--- src/rtl/alu_pkg.sv ---
// Shared definitions for the ALU sequencer: opcodes, instruction fields, FSM states.
package alu_pkg;

  localparam int unsigned WIDTH = 4;
  localparam int unsigned NREGS = 4;

  localparam logic [2:0] OP_NOP = 3'b000;
  localparam logic [2:0] OP_AND = 3'b001;
  localparam logic [2:0] OP_ADD = 3'b010;
  localparam logic [2:0] OP_NOR = 3'b011;
  localparam logic [2:0] OP_SUB = 3'b100;
  localparam logic [2:0] OP_LDI = 3'b101;
  localparam logic [2:0] OP_CMP = 3'b110;
  localparam logic [2:0] OP_ILL = 3'b111;

  localparam int unsigned OP_MSB  = 8;
  localparam int unsigned OP_LSB  = 6;
  localparam int unsigned RD_MSB  = 5;
  localparam int unsigned RD_LSB  = 4;
  localparam int unsigned RS1_MSB = 3;
  localparam int unsigned RS1_LSB = 2;
  localparam int unsigned RS2_MSB = 1;
  localparam int unsigned RS2_LSB = 0;
  localparam int unsigned IMM_MSB = 3;
  localparam int unsigned IMM_LSB = 0;

  typedef enum logic [1:0] {
    IDLE,
    ISSUE,
    CAPTURE
  } state_e;

  // Opcode presented to the ALU; ops the ALU has no part in leave it holding.
  function automatic logic [2:0] alu_op_map(input logic [2:0] op);
    logic [2:0] mapped;
    mapped = OP_NOP;
    case (op)
      OP_AND, OP_ADD, OP_NOR, OP_SUB: mapped = op;
      OP_CMP:                         mapped = OP_SUB;
      default:                        mapped = OP_NOP;
    endcase
    return mapped;
  endfunction

endpackage

--- src/rtl/alu_regfile.sv ---
// Small register file: one write port, two operand read ports and a debug read port.
module alu_regfile #(
  parameter int unsigned WIDTH = 4,
  parameter int unsigned NREGS = 4
) (
  input  logic             clk,
  input  logic             reset,
  input  logic             i_we,
  input  logic [1:0]       i_waddr,
  input  logic [WIDTH-1:0] i_wdata,
  input  logic [1:0]       i_raddr_a,
  input  logic [1:0]       i_raddr_b,
  input  logic [1:0]       i_dbg_addr,
  output logic [WIDTH-1:0] o_rdata_a,
  output logic [WIDTH-1:0] o_rdata_b,
  output logic [WIDTH-1:0] o_dbg_data
);

  logic [WIDTH-1:0] r_mem [NREGS];

  always_ff @(posedge clk or posedge reset) begin
    if (reset) begin
      for (int i = 0; i < NREGS; i++) begin
        r_mem[i] <= '0;
      end
    end else if (i_we) begin
      r_mem[i_waddr] <= i_wdata;
    end
  end

  assign o_rdata_a  = r_mem[i_raddr_a];
  assign o_rdata_b  = r_mem[i_raddr_b];
  assign o_dbg_data = r_mem[i_dbg_addr];

endmodule

--- src/rtl/alu_sequencer.sv ---
// Drives a registered 4-bit ALU from register-register instructions, one per three cycles,
// writing results back to a local register file and reporting each completion.
module alu_sequencer #(
  parameter int unsigned WIDTH = 4,
  parameter int unsigned NREGS = 4
) (
  input  logic             clk,
  input  logic             reset,
  input  logic             i_instr_valid,
  output logic             o_instr_ready,
  input  logic [8:0]       i_instr,
  output logic [2:0]       o_alu_op,
  output logic [WIDTH-1:0] o_alu_a,
  output logic [WIDTH-1:0] o_alu_b,
  input  logic [WIDTH-1:0] i_alu_c,
  input  logic             i_alu_cf,
  input  logic             i_alu_zf,
  input  logic             i_alu_sf,
  output logic             o_res_valid,
  output logic             o_res_err,
  output logic [WIDTH-1:0] o_res_data,
  output logic             o_res_cf,
  output logic             o_res_zf,
  output logic             o_res_sf,
  input  logic [1:0]       i_dbg_addr,
  output logic [WIDTH-1:0] o_dbg_data
);
  import alu_pkg::*;

  state_e           r_state, w_state_next;
  logic [8:0]       r_instr;
  logic             r_res_valid, r_res_err;
  logic [WIDTH-1:0] r_res_data;
  logic             r_cf, r_zf, r_sf;

  logic [2:0]       w_op;
  logic [1:0]       w_rd, w_rs1, w_rs2;
  logic [WIDTH-1:0] w_imm, w_rdata_a, w_rdata_b, w_res_data;
  logic             w_we, w_alu_flags, w_ldi_flags;

  assign w_op  = r_instr[OP_MSB:OP_LSB];
  assign w_rd  = r_instr[RD_MSB:RD_LSB];
  assign w_rs1 = r_instr[RS1_MSB:RS1_LSB];
  assign w_rs2 = r_instr[RS2_MSB:RS2_LSB];
  assign w_imm = r_instr[IMM_MSB:IMM_LSB];

  alu_regfile #(
    .WIDTH(WIDTH),
    .NREGS(NREGS)
  ) u_regfile (
    .clk       (clk),
    .reset     (reset),
    .i_we      (w_we),
    .i_waddr   (w_rd),
    .i_wdata   (w_res_data),
    .i_raddr_a (w_rs1),
    .i_raddr_b (w_rs2),
    .i_dbg_addr(i_dbg_addr),
    .o_rdata_a (w_rdata_a),
    .o_rdata_b (w_rdata_b),
    .o_dbg_data(o_dbg_data)
  );

  always_ff @(posedge clk or posedge reset) begin
    if (reset) begin
      r_state <= IDLE;
    end else begin
      r_state <= w_state_next;
    end
  end

  always_comb begin
    w_state_next  = r_state;
    o_instr_ready = 1'b0;
    o_alu_op      = OP_NOP;
    o_alu_a       = '0;
    o_alu_b       = '0;
    w_we          = 1'b0;
    w_res_data    = '0;
    w_alu_flags   = 1'b0;
    w_ldi_flags   = 1'b0;
    unique case (r_state)
      IDLE: begin
        o_instr_ready = 1'b1;
        if (i_instr_valid) w_state_next = ISSUE;
      end
      ISSUE: begin
        o_alu_op     = alu_op_map(w_op);
        o_alu_a      = w_rdata_a;
        o_alu_b      = w_rdata_b;
        w_state_next = CAPTURE;
      end
      CAPTURE: begin
        w_state_next = IDLE;
        case (w_op)
          OP_AND, OP_ADD, OP_NOR, OP_SUB: begin
            w_we        = 1'b1;
            w_res_data  = i_alu_c;
            w_alu_flags = 1'b1;
          end
          OP_CMP: begin
            w_res_data  = i_alu_c;
            w_alu_flags = 1'b1;
          end
          OP_LDI: begin
            w_we        = 1'b1;
            w_res_data  = w_imm;
            w_ldi_flags = 1'b1;
          end
          default: ;
        endcase
      end
      default: w_state_next = IDLE;
    endcase
  end

  always_ff @(posedge clk or posedge reset) begin
    if (reset) begin
      r_instr <= '0;
    end else if (o_instr_ready && i_instr_valid) begin
      r_instr <= i_instr;
    end
  end

  // Flags reset to the ALU's own reset flags so both sides agree after reset.
  always_ff @(posedge clk or posedge reset) begin
    if (reset) begin
      r_res_valid <= 1'b0;
      r_res_err   <= 1'b0;
      r_res_data  <= '0;
      r_cf        <= 1'b0;
      r_zf        <= 1'b1;
      r_sf        <= 1'b0;
    end else begin
      r_res_valid <= (r_state == CAPTURE);
      r_res_err   <= (r_state == CAPTURE) && (w_op == OP_ILL);
      if (r_state == CAPTURE) r_res_data <= w_res_data;
      if (w_alu_flags) begin
        r_cf <= i_alu_cf;
        r_zf <= i_alu_zf;
        r_sf <= i_alu_sf;
      end else if (w_ldi_flags) begin
        r_zf <= (w_imm == '0);
        r_sf <= w_imm[WIDTH-1];
      end
    end
  end

  assign o_res_valid = r_res_valid;
  assign o_res_err   = r_res_err;
  assign o_res_data  = r_res_data;
  assign o_res_cf    = r_cf;
  assign o_res_zf    = r_zf;
  assign o_res_sf    = r_sf;

endmodule

--- config.mk ---
export PLATFORM = sky130hd
export DESIGN_NAME = alu_sequencer
export DESIGN_NICKNAME = d
export VERILOG_FILES = /design/src/rtl/alu_pkg.sv /design/src/rtl/alu_regfile.sv /design/src/rtl/alu_sequencer.sv
export SDC_FILE = /design/constraint.sdc
export NUM_CORES = 1
export LEC_CHECK = 0
export ABC_AREA = 1
export CAP_MARGIN = 25
export CORE_AREA = 2 2 71 73
export CTS_CLUSTER_DIAMETER = 80
export DETAILED_ROUTE_END_ITERATION = 16
export DIE_AREA = 0 0 73 75
export PLACE_DENSITY = 0.7
export SYNTH_ARGS = -nofsm -noshare
export SYNTH_HDL_FRONTEND = slang
export SYNTH_SLANG_ARGS = --single-unit
--- constraint.sdc ---
create_clock -name clk -period 1.36 [get_ports clk]
set_input_delay 0.272 -clock clk [delete_from_list [all_inputs] [get_ports clk]]
set_output_delay 0.272 -clock clk [all_outputs]
set_load 0.05 [all_outputs]
==> results of run 1 <==
final timing paths:
check	startpoint	to	slack, ns	cells past startpoint
min in group clk	r_state[1]	r_state[1]	0.49	1
worst max register to register	r_instr[2]	u_regfile.r_mem[2]	0.05	7
worst max-delay path	r_instr[2]	o_alu_a[2]	-0.35	5
worst min register to register	r_state[1]	r_state[1]	0.49	1
worst min-delay path	reset	r_state[0]	0.26	2
max in group asynchronous	reset	o_res_zf	0.63	3
per-stage QoR:
| stage | total power, mW | utilization [%] | cell area (um2) |
|---|---|---|---|
| after global routing | 7.09 | 74.8 | 3490 |
| after CTS | 6.42 | 71.0 | 3310 |
| final | 6.75 | 74.8 | 3490 |
| after global placement | 5.29 | 65.5 | 3050 |
| after floorplan | 3.88 | - | 2190 |
| after detailed placement | 5.34 | 65.5 | 3050 |
cell usage after synthesis:
cell type  instances
nand3_1           17
nand3_4            2
nand2_1           98
buf_2              5
o21ai_1            5
nand4_2            4
buf_4              1
nand2_2            4
inv_4              1
nor2_4             4
o211ai_1           8
dfrtp_1           35
nor4_1             1
dfstp_2            1
nand3_2            1
a21oi_1           28
nand2_4            1
nand3b_1           1
inv_1             19
inv_2              2
o21ai_0           12
buf_8              1
clkbuf_1           3
nor2_1             8
kinds of logic after synthesis:
kind of cell	count (synthesis)	share of synthesized area, %
flip-flops	36	45.0
AND/OR/NAND/NOR	141	33.6
buffers and inverters	32	7.18
AO/OA/AOI/OAI	53	14.2
layout make-up:
type | count | area (um2)
Multi-Input combinational cell | 194 | 1290
Timing Repair Buffer | 78 | 1030
Sequential cell | 36 | 907
Tap cell | 54 | 67.6
Inverter | 22 | 97.6
Timing Repair inverter | 1 | 5.00
Fill cell | 316 | 1170
Clock buffer | 8 | 90.1
flip-flops by register name, indices dropped and copies added, names as in the netlist:
| signal | count |
|---|---|
| o_res_zf | 1 |
| r_instr | 9 |
| o_res_cf | 1 |
| u_regfile.r_mem | 16 |
| o_res_sf | 1 |
| o_res_data | 4 |
| o_res_valid | 1 |
| r_state | 2 |
| o_res_err | 1 |
metal layers:
layer | share of wire, % | wire, um
met3 | 4.7 | 281
met1 | 42 | 2550
met4 | 1.4 | 84
met5 | 0 | 0
met2 | 52 | 3100
what timing repair did:
| item | CTS | global route |
|---|---|---|
| gates resized for setup | 42 | 32 |
| pin swaps | 17 | 14 |
| buffers inserted | 8 | 9 |
| setup endpoints to repair | 24 | 38 |
| gates cloned | 0 | 1 |
worst max-delay path: stages, from the launching register on:
cell     delay (ns)
dfrtp_2        0.45
buf_12         0.15
a21oi_2        0.14
o21ai_2        0.09
a21oi_4        0.18
buf_12         0.15
power groups by stage:
stage / clock network (mW) / registers (mW) / logic, mW
2_1_floorplan: 0 / 2.13 / 1.75
4_1_cts: 0.790 / 2.00 / 3.63
5_1_grt: 0.828 / 2.09 / 4.16
3_5_place_dp: 0 / 2.01 / 3.33
3_3_place_gp: 0 / 2.02 / 3.28
6_report: 0.781 / 2.05 / 3.92
cells in the final DEF (no fill, tap or decap), types with 9 or more instances in the layout:
cell type and n:
clkdlybuf4s50_1 18, inv_1 11, dfrtp_1 31, nand2_2 9, buf_4 23, o21ai_2 11, nand3_1 14, nand2_1 91
a21oi_4 13, nor2_4 9, buf_12 30, a21oi_2 12
==> results.json, run 1 <==
{
  "max-clock-path-buffers": 2,
  "maximum_number_of_pins_on_one_net_before_global_route_repair": 20,
  "tritoncts.num_buffers": 5,
  "insertedDiodeCount": 0,
  "fin_crit_period_ns": 1.71,
  "p_seq_share_pct": 30.4,
  "run_status": "finished with violations",
  "fin_skew_ns": 0.00427,
  "gr-usage-met2_pct": 38.0,
  "vias_per_cell": 5.31,
  "critPathMaxFanout": 7,
  "grt_overflow_total": 0,
  "violated_checks": "setup timing",
  "holdWs_ns": 0.258,
  "static-leakage-power_nw": 1.56,
  "main_area_contributors_after_synthesis": "dfrtp_1, nand2_1, a21oi_1",
  "holdCritPathClass": "input pin to async pin",
  "cts_htree_levels": 2,
  "layout.nets": 359,
  "antenna_violating_nets_post_route": 0,
  "floorplan.rows": 25,
  "detail_route.first_pass.iterations": 4,
  "vdd_ir_drop_max_uv": 1720,
  "design.die.area_um2": 5480,
  "layout-drive-gt1-share_pct": 44.0,
  "routability_cong": 0.842,
  "synthDominantAreaCellType": "dfrtp_1",
  "synthDominantCellAreaShare_pct": 43.7,
  "dpl.hpwl_um": 4100,
  "p_sw_share_pct": 45.8,
  "synth_area_um2": 2000,
  "dr_total_vias": 2086,
  "yosysUniqueCellTypes": 24,
  "cts-root-buf": "clkbuf_8",
  "internal_power_mw": 3.66,
  "power.density_cell_area_nw_per_um2": 1940,
  "height_of_the_chip_um": 75,
  "coreArea_um2": 4660,
  "max_clock_freq_mhz": 586,
  "post_synth.cell_area_avg_um2": 7.65,
  "final_hold_viol_count": 0,
  "power.clock.fraction_pct": 11.6,
  "cts_tree": "built",
  "first_global_vias": 1945,
  "floorplan.io_pins": 46,
  "postCtsHoldBufs": 0,
  "crit_arrival_ns": 1.44,
  "global_route.peak_usage_layer": "met2",
  "maxcap_violations": 0,
  "worst_skew_pair.late_latency_ns": 0.28,
  "detailedRoute.firstIterationViolations": 147,
  "timing.final.max_slew_violations": 0,
  "timing.critical_path.required_ns": 1.09,
  "timing_worst_setup_path_type": "register to output pin",
  "synthToLayoutAreaGrowth_pct": 73.9,
  "totalWireLength_um": 6010,
  "io_buffers": 45,
  "final_cell_count_no_fill": 393,
  "synth.net_count": 283,
  "setup-tns-final_ns": -3.78,
  "fp.dieW_um": 73,
  "grtUsageTotal_pct": 22.4,
  "global_route.usage.met3_pct": 6.29,
  "groute.layer.met1.usage_pct": 28.1,
  "pwr-share-comb_pct": 58.0,
  "detailedPlace.worstSlack_ns": -0.443,
  "synth_sequential_area_ratio_pct": 45.0,
  "max_slew.worst_pin.slew_ns": 0.374,
  "critPathCaptureType": "output pin",
  "drcViolationCount": 0,
  "global_route_wire_length_before_repair_um": 9280,
  "rsz0062_at_grt": "true",
  "grt_antenna_before_repair": 0,
  "ys_seq_elements": 36,
  "power.switching_mw": 3.09,
  "slew-limit-headroom_pct": 75.1,
  "final.period_utilization_pct": 126,
  "ys_warn_count": 0,
  "effective_utilization_at_floorplan_pct": 43.0,
  "placedCellCount": 371,
  "number_of_endpoints_failing_setup_at_the_final_stage": 16,
  "path_clk_slew_ns": 0.07,
  "mapped_cells": 262,
  "wl_per_cell_um": 15.3,
  "start_kind": "register",
  "cts.sink_count": 36,
  "final_critical_path_setup_slack_ns": -0.347
}
No activity file was read; power rests on OpenSTA's default activity.
==> inputs of run 2 (changes only) <==
--- a/config.mk
+++ b/config.mk
@@ -11,7 +11,7 @@
 export CTS_CLUSTER_DIAMETER = 80
 export DETAILED_ROUTE_END_ITERATION = 16
 export DIE_AREA = 0 0 73 75
-export PLACE_DENSITY = 0.7
+export PLACE_DENSITY = 0.73
 export SYNTH_ARGS = -nofsm -noshare
 export SYNTH_HDL_FRONTEND = slang
 export SYNTH_SLANG_ARGS = --single-unit
==> run 2 against run 1 <==
  * The run still ends with setup timing left
  * Largest power group unchanged
  * Core utilization shrank 1.2 points
  * Fmax down 1.0%
  * Final cell count down 1.3%
  * Flip-flop and latch count is the same
==> results.json, run 2 (synthesized netlist as in run 1, its figures left out) <==
{
  "worst-r2r-setup-slack_ns": 0.02,
  "register_ranked_first_by_flip_flop_count": "u_regfile.r_mem",
  "layout.cells.most_common_list": "nand2_1, dfrtp_1, buf_12",
  "path_clk_slew_ns": 0.08,
  "timing.critical_path.required_ns": 1.09,
  "wl_per_cell_um": 16.2,
  "grtUsageTotal_pct": 22.7,
  "dpl.hpwl_um": 4010,
  "postCtsHoldBufs": 0,
  "cts.sink_count": 36,
  "timing.final.max_slew_violations": 0,
  "power.density_cell_area_nw_per_um2": 1950,
  "coreArea_um2": 4660,
  "totalWireLength_um": 6300,
  "vias_per_cell": 5.56,
  "max_clock_freq_mhz": 580,
  "grt_antenna_before_repair": 0,
  "finish.instance_area_um2": 3430,
  "endpoint": "o_alu_a[0]",
  "floorplan.io_pins": 46,
  "power_mw": 6.70,
  "fin_skew_ns": 0.0128,
  "final_cell_count_no_fill": 388,
  "first_global_vias": 2025,
  "crit_arrival_ns": 1.45,
  "slew-limit-headroom_pct": 78.5,
  "layout.nets": 354,
  "max-clock-path-buffers": 2,
  "timing_worst_setup_path_type": "register to output pin",
  "critical_path.cell_chain": "buf_6 -> nand2_2 -> o211ai_1 -> a21oi_4 -> buf_12",
  "maxcap_violations": 0,
  "detailedRoute.firstIterationViolations": 127,
  "drcViolationCount": 0,
  "worst_skew_pair.late_latency_ns": 0.29,
  "detailedPlace.worstSlack_ns": -0.405,
  "tritoncts.num_buffers": 5,
  "placedCellCount": 365,
  "floorplan.rows": 25,
  "largest_reg_flops": 16,
  "detail_route.first_pass.iterations": 4,
  "max_slew.worst_pin.slew_ns": 0.321,
  "holdCritPathClass": "input pin to async pin",
  "num-fill-cells": 314,
  "cts-root-buf": "clkbuf_8",
  "final_hold_viol_count": 0,
  "post_route_core_utilization_pct": 73.6,
  "final.period_utilization_pct": 127,
  "run_status": "finished with violations",
  "insertedDiodeCount": 0,
  "antenna_violating_nets_post_route": 0,
  "maximum_number_of_pins_on_one_net_before_global_route_repair": 22,
  "synthToLayoutAreaGrowth_pct": 71.2,
  "holdWs_ns": 0.300,
  "dr_total_vias": 2158,
  "fin_crit_period_ns": 1.72,
  "cts_tree": "built",
  "vdd_ir_drop_max_uv": 1070,
  "io_buffers": 45,
  "cts_htree_levels": 2,
  "static-leakage-power_nw": 1.53,
  "height_of_the_chip_um": 75,
  "start_kind": "register",
  "critPathCaptureType": "output pin",
  "cpMaxStageDelayCell": "dfrtp_2",
  "critical_path.reg2reg.startpoint": "r_instr[8]",
  "number_of_endpoints_failing_setup_at_the_final_stage": 16,
  "violated_checks": "setup timing",
  "design.die.area_um2": 5480,
  "global_route_wire_length_before_repair_um": 9310,
  "grt_overflow_total": 0,
  "final_critical_path_setup_slack_ns": -0.365,
  "rsz0062_at_grt": "true",
  "critPathMaxFanout": 8,
  "layout-drive-gt1-share_pct": 43.7,
  "rr_endpoint": "u_regfile.r_mem[13]",
  "setup-tns-final_ns": -3.83,
  "fp.dieW_um": 73,
  "cp-startpoint": "r_instr[2]",
  "effective_utilization_at_floorplan_pct": 43.0,
  "post_dp_cell_area_um2": 2980,
  "r2r.worst_path.cells": 6,
  "routability_cong": 0.852,
  "commonest_non_fill_non_tap_cell_in_the_layout": "nand2_1",
  "longest_individual_stage_delay_on_the_worst_path_ns": 0.47
}
[run 2: changes by cell type in the layout (fill, tap and decap cells not counted), moves of 3 or more]
cell     previous run  this run
nand2_1            91        86
buf_12             30        27
buf_4              23        19
o21ai_1             6        10
a21oi_1             3         7
o21ai_2            11         7
[run 2: per-layer routing]
layer | track usage [%] | vias up | share of wire, %
li1 | - | 1009 | -
met1 | 29.5 | 1050 | 40
met2 | 37.1 | 81 | 52
met3 | 3.35 | 18 | 5.2
met4 | 11.5 | 0 | 3.0
met5 | 0 | - | 0
[run 2: critical path, delay by kind of cell (launching register included)]
family | cells | cell delay [ns]
compound gates | 2 | 0.33
buf+inv | 2 | 0.31
simple gates | 1 | 0.06
flops | 1 | 0.47
[run 2: layout make-up]
cell class / count / area [um2] / area share (%)
Inverter: 22 / 104 / 3.03
Sequential cell: 36 / 907 / 26.4
Clock inverter: 2 / 10.0 / 0.292
Tap cell: 54 / 67.6 / 1.97
Timing Repair Buffer: 72 / 945 / 27.5
Clock buffer: 6 / 82.6 / 2.41
Timing Repair inverter: 2 / 13.8 / 0.401
Multi-Input combinational cell: 194 / 1300 / 37.9
[run 2: report_power, final]
group	internal [mW]	switching, mW	leakage, nW
Combinational	1.69	2.17	1.04
Clock	0.404	0.384	0.0510
Sequential	1.50	0.553	0.441
Total	3.60	3.11	1.53
[run 2: timing repair]
action                                 4_1_cts  5_1_grt
resized for setup                           43       41
endpoints found under the hold margin        0        0
pin swaps                                   16       13
cloned                                       1        1
setup endpoints to repair                   16       43
buffers inserted                            10        6
[run 2: how the worst min path moves through the flow]
stage	endpoint	start	cells past startpoint	slack, ns
2_1_floorplan	r_instr[0]	i_instr[0]	2	0.38
5_1_grt	o_res_err	reset	3	0.35
4_1_cts	o_res_data[2]	reset	3	0.31
3_3_place_gp	r_state[1]	r_state[1]	1	0.43
6_report	o_res_data[2]	reset	3	0.30
3_5_place_dp	r_state[1]	r_state[1]	1	0.44
